<file path="config.mk">
export PLATFORM = sky130hd
export DESIGN_NAME = vga_stream_tx
export DESIGN_NICKNAME = d
export VERILOG_FILES = /design/src/rtl/vga_stream_tx.sv
export SDC_FILE = /design/constraint.sdc
export NUM_CORES = 1
export LEC_CHECK = 0
export ABC_AREA = 1
export BUFFER_PORTS_ARGS = -buffer_cell sky130_fd_sc_hd__buf_2
export CORE_UTILIZATION = 35
export CTS_CLUSTER_SIZE = 12
export DETAILED_ROUTE_END_ITERATION = 16
export MAX_ROUTING_LAYER = met4
export SETUP_SLACK_MARGIN = 0.15
export SYNTH_ARGS = -nofsm -noshare
export SYNTH_HDL_FRONTEND = slang
export SYNTH_SLANG_ARGS = --single-unit
</file>
<file path="constraint.sdc">
create_clock -name Clock -period 1.85 [get_ports Clock]
set_input_delay 0.37 -clock Clock [delete_from_list [all_inputs] [get_ports Clock]]
set_output_delay 0.37 -clock Clock [all_outputs]
set_load 0.1 [all_outputs]
</file>
<file path="src/rtl/vga_stream_tx.sv">
// VGA timing generator that drains a ready/valid 24-bit pixel stream into HS/VS/DE/RGB.
// Optional colour-bar generator (adds the Pattern port) enabled by `define VGA_STREAM_TX_PATTERN_EN.
module vga_stream_tx #(
   parameter int          Width     = 800,
   parameter int          FrontH    = 40,
   parameter int          PulseH    = 128,
   parameter int          BackH     = 88,
   parameter int          Height    = 600,
   parameter int          FrontV    = 1,
   parameter int          PulseV    = 4,
   parameter int          BackV     = 23,
   parameter logic [23:0] FillColor = 24'h000000
) (
   input  logic        Clock,
   input  logic        Reset_n,
   input  logic        Enable,
   input  logic [23:0] Video,
   input  logic        VideoSOF,
   input  logic        VideoValid,
`ifdef VGA_STREAM_TX_PATTERN_EN
   input  logic        Pattern,
`endif
   output logic        VideoReady,
   output logic        VGA_HSOUT,
   output logic        VGA_VSOUT,
   output logic        VGA_DE,
   output logic [7:0]  VGA_RED,
   output logic [7:0]  VGA_GREEN,
   output logic [7:0]  VGA_BLUE,
   output logic        FrameStart,
   output logic [15:0] UnderflowCount,
   output logic        Misalign
);
   localparam int HTotal = PulseH + BackH + Width + FrontH;
   localparam int VTotal = PulseV + BackV + Height + FrontV;
   localparam int HW     = (HTotal > 1) ? $clog2(HTotal) : 1;
   localparam int VW     = (VTotal > 1) ? $clog2(VTotal) : 1;

   localparam logic [HW-1:0] H_LAST      = HW'(HTotal - 1);
   localparam logic [HW-1:0] H_PULSE     = HW'(PulseH);
   localparam logic [HW-1:0] H_ACT_FIRST = HW'(PulseH + BackH);
   localparam logic [HW-1:0] H_ACT_LAST  = HW'(PulseH + BackH + Width - 1);
   localparam logic [VW-1:0] V_LAST      = VW'(VTotal - 1);
   localparam logic [VW-1:0] V_PULSE     = VW'(PulseV);
   localparam logic [VW-1:0] V_ACT_FIRST = VW'(PulseV + BackV);
   localparam logic [VW-1:0] V_ACT_LAST  = VW'(PulseV + BackV + Height - 1);

   typedef enum logic [1:0] {
      IDLE,
      ALIGN,
      RUN
   } state_e;

   state_e        state_q, state_d;
   logic [HW-1:0] h_q, h_d;
   logic [VW-1:0] v_q, v_d;
   logic          hs_q, hs_d;
   logic          vs_q, vs_d;
   logic          de_q, de_d;
   logic          fs_q, fs_d;
   logic [23:0]   rgb_q, rgb_d;
   logic [15:0]   underflow_q, underflow_d;
   logic          misalign_q, misalign_d;

   logic          hs, vs, active, first;
   logic          video_ready;
   logic          pattern_on;
   logic [23:0]   bar_rgb;

   always_comb begin
      hs     = (h_q < H_PULSE);
      vs     = (v_q < V_PULSE);
      active = (h_q >= H_ACT_FIRST) && (h_q <= H_ACT_LAST) &&
               (v_q >= V_ACT_FIRST) && (v_q <= V_ACT_LAST);
      first  = (h_q == H_ACT_FIRST) && (v_q == V_ACT_FIRST);
   end

`ifdef VGA_STREAM_TX_PATTERN_EN
   logic [HW-1:0] h_off;
   logic [2:0]    bar_idx;
   logic [2:0]    bar_on;

   assign pattern_on = Pattern;
   assign h_off      = h_q - H_ACT_FIRST;
   assign bar_idx    = 3'((32'(h_off) * 32'd8) / 32'(Width));
   // Bars run white..black: R is off for bars 2,3,6,7; G off for 4..7; B off for odd bars.
   assign bar_on     = {~bar_idx[1], ~bar_idx[2], ~bar_idx[0]};

   for (genvar gi = 0; gi < 3; gi++) begin : g_bar
      assign bar_rgb[gi*8 +: 8] = {8{bar_on[gi]}};
   end
`else
   assign pattern_on = 1'b0;
   assign bar_rgb    = 24'h000000;
`endif

   always_comb begin
      state_d     = state_q;
      h_d         = h_q;
      v_d         = v_q;
      hs_d        = 1'b0;
      vs_d        = 1'b0;
      de_d        = 1'b0;
      fs_d        = 1'b0;
      rgb_d       = 24'h000000;
      underflow_d = underflow_q;
      misalign_d  = misalign_q;
      video_ready = 1'b0;

      if (!Enable) begin
         state_d = IDLE;
         h_d     = '0;
         v_d     = '0;
      end else begin
         if (h_q == H_LAST) begin
            h_d = '0;
            v_d = (v_q == V_LAST) ? '0 : v_q + 1'b1;
         end else begin
            h_d = h_q + 1'b1;
         end

         hs_d  = hs;
         vs_d  = vs;
         de_d  = active;
         fs_d  = (h_q == '0) && (v_q == '0);
         rgb_d = active ? FillColor : 24'h000000;

         if (pattern_on) begin
            // Timing keeps running; the stream and error tracking are frozen.
            if (active) begin
               rgb_d = bar_rgb;
            end
            if (state_q == IDLE) begin
               state_d = ALIGN;
            end
         end else begin
            case (state_q)
               IDLE: begin
                  state_d = ALIGN;
               end
               ALIGN: begin
                  // Non-SOF pixels are flushed; an SOF waits at the head for `first`.
                  if (first && VideoValid && VideoSOF) begin
                     video_ready = 1'b1;
                     rgb_d       = Video;
                     state_d     = RUN;
                  end else begin
                     video_ready = VideoValid & ~VideoSOF;
                  end
               end
               RUN: begin
                  if (active) begin
                     if (!VideoValid) begin
                        if (underflow_q != 16'hFFFF) begin
                           underflow_d = underflow_q + 16'd1;
                        end
                     end else if (VideoSOF != first) begin
                        misalign_d = 1'b1;
                        state_d    = ALIGN;
                     end else begin
                        video_ready = 1'b1;
                        rgb_d       = Video;
                     end
                  end
               end
               default: begin
                  state_d = IDLE;
               end
            endcase
         end
      end
   end

   always_ff @(posedge Clock or negedge Reset_n) begin
      if (!Reset_n) begin
         state_q     <= IDLE;
         h_q         <= '0;
         v_q         <= '0;
         hs_q        <= 1'b0;
         vs_q        <= 1'b0;
         de_q        <= 1'b0;
         fs_q        <= 1'b0;
         rgb_q       <= 24'h000000;
         underflow_q <= 16'h0000;
         misalign_q  <= 1'b0;
      end else begin
         state_q     <= state_d;
         h_q         <= h_d;
         v_q         <= v_d;
         hs_q        <= hs_d;
         vs_q        <= vs_d;
         de_q        <= de_d;
         fs_q        <= fs_d;
         rgb_q       <= rgb_d;
         underflow_q <= underflow_d;
         misalign_q  <= misalign_d;
      end
   end

   assign VideoReady     = video_ready;
   assign VGA_HSOUT      = hs_q;
   assign VGA_VSOUT      = vs_q;
   assign VGA_DE         = de_q;
   assign VGA_RED        = rgb_q[23:16];
   assign VGA_GREEN      = rgb_q[15:8];
   assign VGA_BLUE       = rgb_q[7:0];
   assign FrameStart     = fs_q;
   assign UnderflowCount = underflow_q;
   assign Misalign       = misalign_q;

endmodule

</file>
==> flow_metrics.py <==
metrics = {
    "setup_path": {
        "cpPeakStageDelay_ns": 0.40,
        "crit_type": "register to output port",
        "crit_chain": "inv_2, ha_4, inv_2, nor2_2, nand3_1, nor2_2, nand2_1, nand2_2, nand2_2, nor2_4, nand3_4, a21oi_4, buf_12",
        "critPathCaptureType": "output port",
        "cp_slowest_cell": "dfrtp_1",
        "cp.required_ns": 1.48,
        "worstPathMaxFanout": 3,
        "path_buf_inv": 3,
        "startpoint_type": "register",
        "arrival_ns": 2.04,
        "critPathTopFamily": "simple AND/OR/NAND/NOR gates",
    },
    "logic_synthesis": {
        "yosysWarningCount": 0,
        "postSynthCellCount": 436,
        "ys_types": 34,
        "ys_ff_latch": 68,
        "ys_async_sr_fraction": 1.00,
        "synth_ff_type": "dfrtp_1",
        "syn_nets": 474,
        "syn_area_per_cell_um2": 8.35,
        "synth_area_leaders": "dfrtp_1 47%, nand2_1 11%, a21oi_2 5.1%",
        "synth_seq_area_share": 0.467,
        "synth-edff-count": 0,
        "yosysTopAreaCell": "dfrtp_1",
        "synthesis.area_um2": 3640,
        "synth_top_cell_area_share": 0.467,
    },
    "timing": {
        "grt_setup_unrepaired": "true",
        "finalMaxSlewViolations": 0,
        "setup_viol": 44,
        "max_clock_freq_mhz": 414,
        "skew_ns": 0.0178,
        "period_needed_ns": 2.41,
        "maxSlewHeadroom": 0.654,
        "setup_tns_ns": -12.88,
        "fin_ws_ns": -0.565,
        "final_hold_viol_count": 7,
        "whs_ns": -0.0102,
        "period_share": 1.31,
        "worst_pin_slew_ns": 0.518,
    },
    "clocking": {
        "numCtsBuffers": 9,
        "cts_tree": "yes",
        "clock_path_buffers": 2,
        "postCtsHoldBufs": 0,
        "clk_latency_ns": 0.35,
        "cts.clk_slew.worst_paths_ns": 0.09,
        "clkSinkCount": 68,
        "htreeDepth": 3,
        "cts-root-buf": "clkbuf_8",
    },
    "hold_path": {
        "hold_class": "primary input to asynchronous set/reset pin",
    },
    "global_routing": {
        "grt_max_degree": 31,
        "grt_overflow": 0,
        "grt_pass1_vias": 3626,
        "grt_usage": 0.203,
        "antenna_found_initial": 0,
        "grt_pass1_wl_um": 17100,
    },
    "place": {
        "io_buffers": 74,
        "dpl.hpwl_um": 6760,
        "place_congestion": 0.832,
    },
    "detailed_routing": {
        "drt-initial-drc-count": 98,
        "post_drt_wl_per_cell_um": 14.5,
        "first_pass_iters": 4,
        "drt-vias-per-instance": 4.84,
        "routed_wl_um": 10800,
        "detailroute.via_count": 3605,
        "drtAntennaViolNets": 0,
        "drt_drc_violations_left": 0,
    },
    "layout": {
        "fin_nets": 645,
        "final_cell_mix": "95 x nand2_1, 70 x buf_2, 64 x buf_4, 55 x dfrtp_1, 34 x inv_1",
        "register_area_um2": 1720,
        "syn_to_final_growth_pct": 59.9,
        "final_common_cell": "nand2_1",
        "multi_input_area_um2": 2090,
        "n_antenna_cell": 0,
        "fill_cells": 836,
        "drive_gt1_frac": 0.508,
    },
    "floorplan": {
        "dieArea_um2": 10800,
        "ios": 75,
        "coreArea_um2": 9910,
        "rows": 36,
        "start_util": 0.367,
        "die_w_um": 104,
        "die_height_um": 104,
    },
    "status": {
        "violations": "hold timing, setup timing",
        "status": "complete, but fails checks",
    },
    "power_and_ir_drop": {
        "power_density_nw_per_um2": 614,
        "totalPowerFinal_mw": 3.57,
        "power_leakage_nw": 2.78,
        "ir_drop_v": 0.000561,
    },
    "run": {
        "maxCapViolCount": 0,
    },
}
## area by class of cell
type                       instances  area share
inverter                          47      0.0303
clock inverter                     7      0.0181
sequential                        68       0.296
multi-input combinational        309       0.359
clock buffer                       9      0.0213
timing repair buffer             172       0.247
tap                              133      0.0286
## report_power, final
part	switching, mW	total [mW]	internal [mW]
sequential	0.0232	1.54	1.51
clock	0.657	1.44	0.783
combinational	0.397	0.597	0.200
## registers in the layout (all words and copies together), names as in the netlist
register        cells
Misalign            1
state_q             2
FrameStart          1
h_q                11
v_q                10
VGA_DE              1
VGA_VSOUT           1
VGA_HSOUT           1
UnderflowCount     16
rgb_q              24
## repair_timing
item / CTS / global route
setup buffers: 16 / 9
setup endpoints to repair: 52 / 64
cloned: 6 / 1
gates resized for setup: 52 / 60
pin swaps: 12 / 26
## cells in the mapped netlist (4+ instances only)
cell type	instances
a21oi_1	15
a21oi_2	21
buf_2	5
dfrtp_1	68
ha_1	9
inv_1	38
inv_2	8
nand2_1	107
nand3_1	36
nand4_1	7
nor2_1	39
nor3_1	10
nor3_2	4
nor4_1	5
o21ai_0	9
o21ai_1	5
xnor2_1	9
xor2_1	11
## worst register-to-register path, cell delays in order, from the launching register on
cell and delay [ns]:
dfrtp_1 0.40, inv_2 0.08, ha_4 0.13, inv_2 0.03, nor2_2 0.08, nand3_1 0.09, nor2_2 0.11, nand2_1 0.07
nand2_2 0.08, nand2_2 0.07, nor2_4 0.10, nand3_4 0.10, buf_6 0.13, buf_6 0.10, buf_6 0.10, buf_6 0.11
buf_12 0.13, buf_12 0.12, buf_16 0.13, a21oi_2 0.10
## routing by layer
layer	vias up	share of wire	GRT usage
met5	-	0	-
met4	0	0.017	0.0704
met3	18	0.034	0.0426
met2	94	0.53	0.349
met1	1718	0.42	0.235
li1	1775	-	-
## stage by stage
stage	std cells	instance area [um2]	util	worst slack, ns
floorplan	436	3770	-	-0.450
global placement	697	4770	0.482	-0.188
detailed placement	697	4770	0.482	-0.227
CTS	735	5480	0.553	-0.576
global route	745	5820	0.588	-0.702
finish	745	5820	0.588	-0.565
## path summary, 6_finish.rpt
check,from,to,slack (ns),cells after the start
setup / recovery,h_q[0]$_DFF_PN0_,VideoReady,-0.56,13
hold / removal,Reset_n,UnderflowCount[14]$_DFFE_PN0P_,-0.01,1
setup reg to reg,h_q[0]$_DFF_PN0_,rgb_q[9]$_DFF_PN0_,-0.50,19
hold reg to reg,Misalign$_DFFE_PN0P_,Misalign$_DFFE_PN0P_,0.50,1
max in group asynchronous,Reset_n,rgb_q[9]$_DFF_PN0_,1.21,2
min in group Clock,Video[16],rgb_q[16]$_DFF_PN0_,0.24,3
## logic make-up after synthesis
group                      Yosys count  share of synthesized area
adders and majority gates            9                     0.0309
and+or+nand+nor                    222                      0.278
AOI/OAI and AO/OA                   58                      0.105
DFF                                 68                      0.467
xor gates and xnor gates            20                     0.0481
buffers and inverters               59                     0.0698
(Power assumes the default switching activity.)
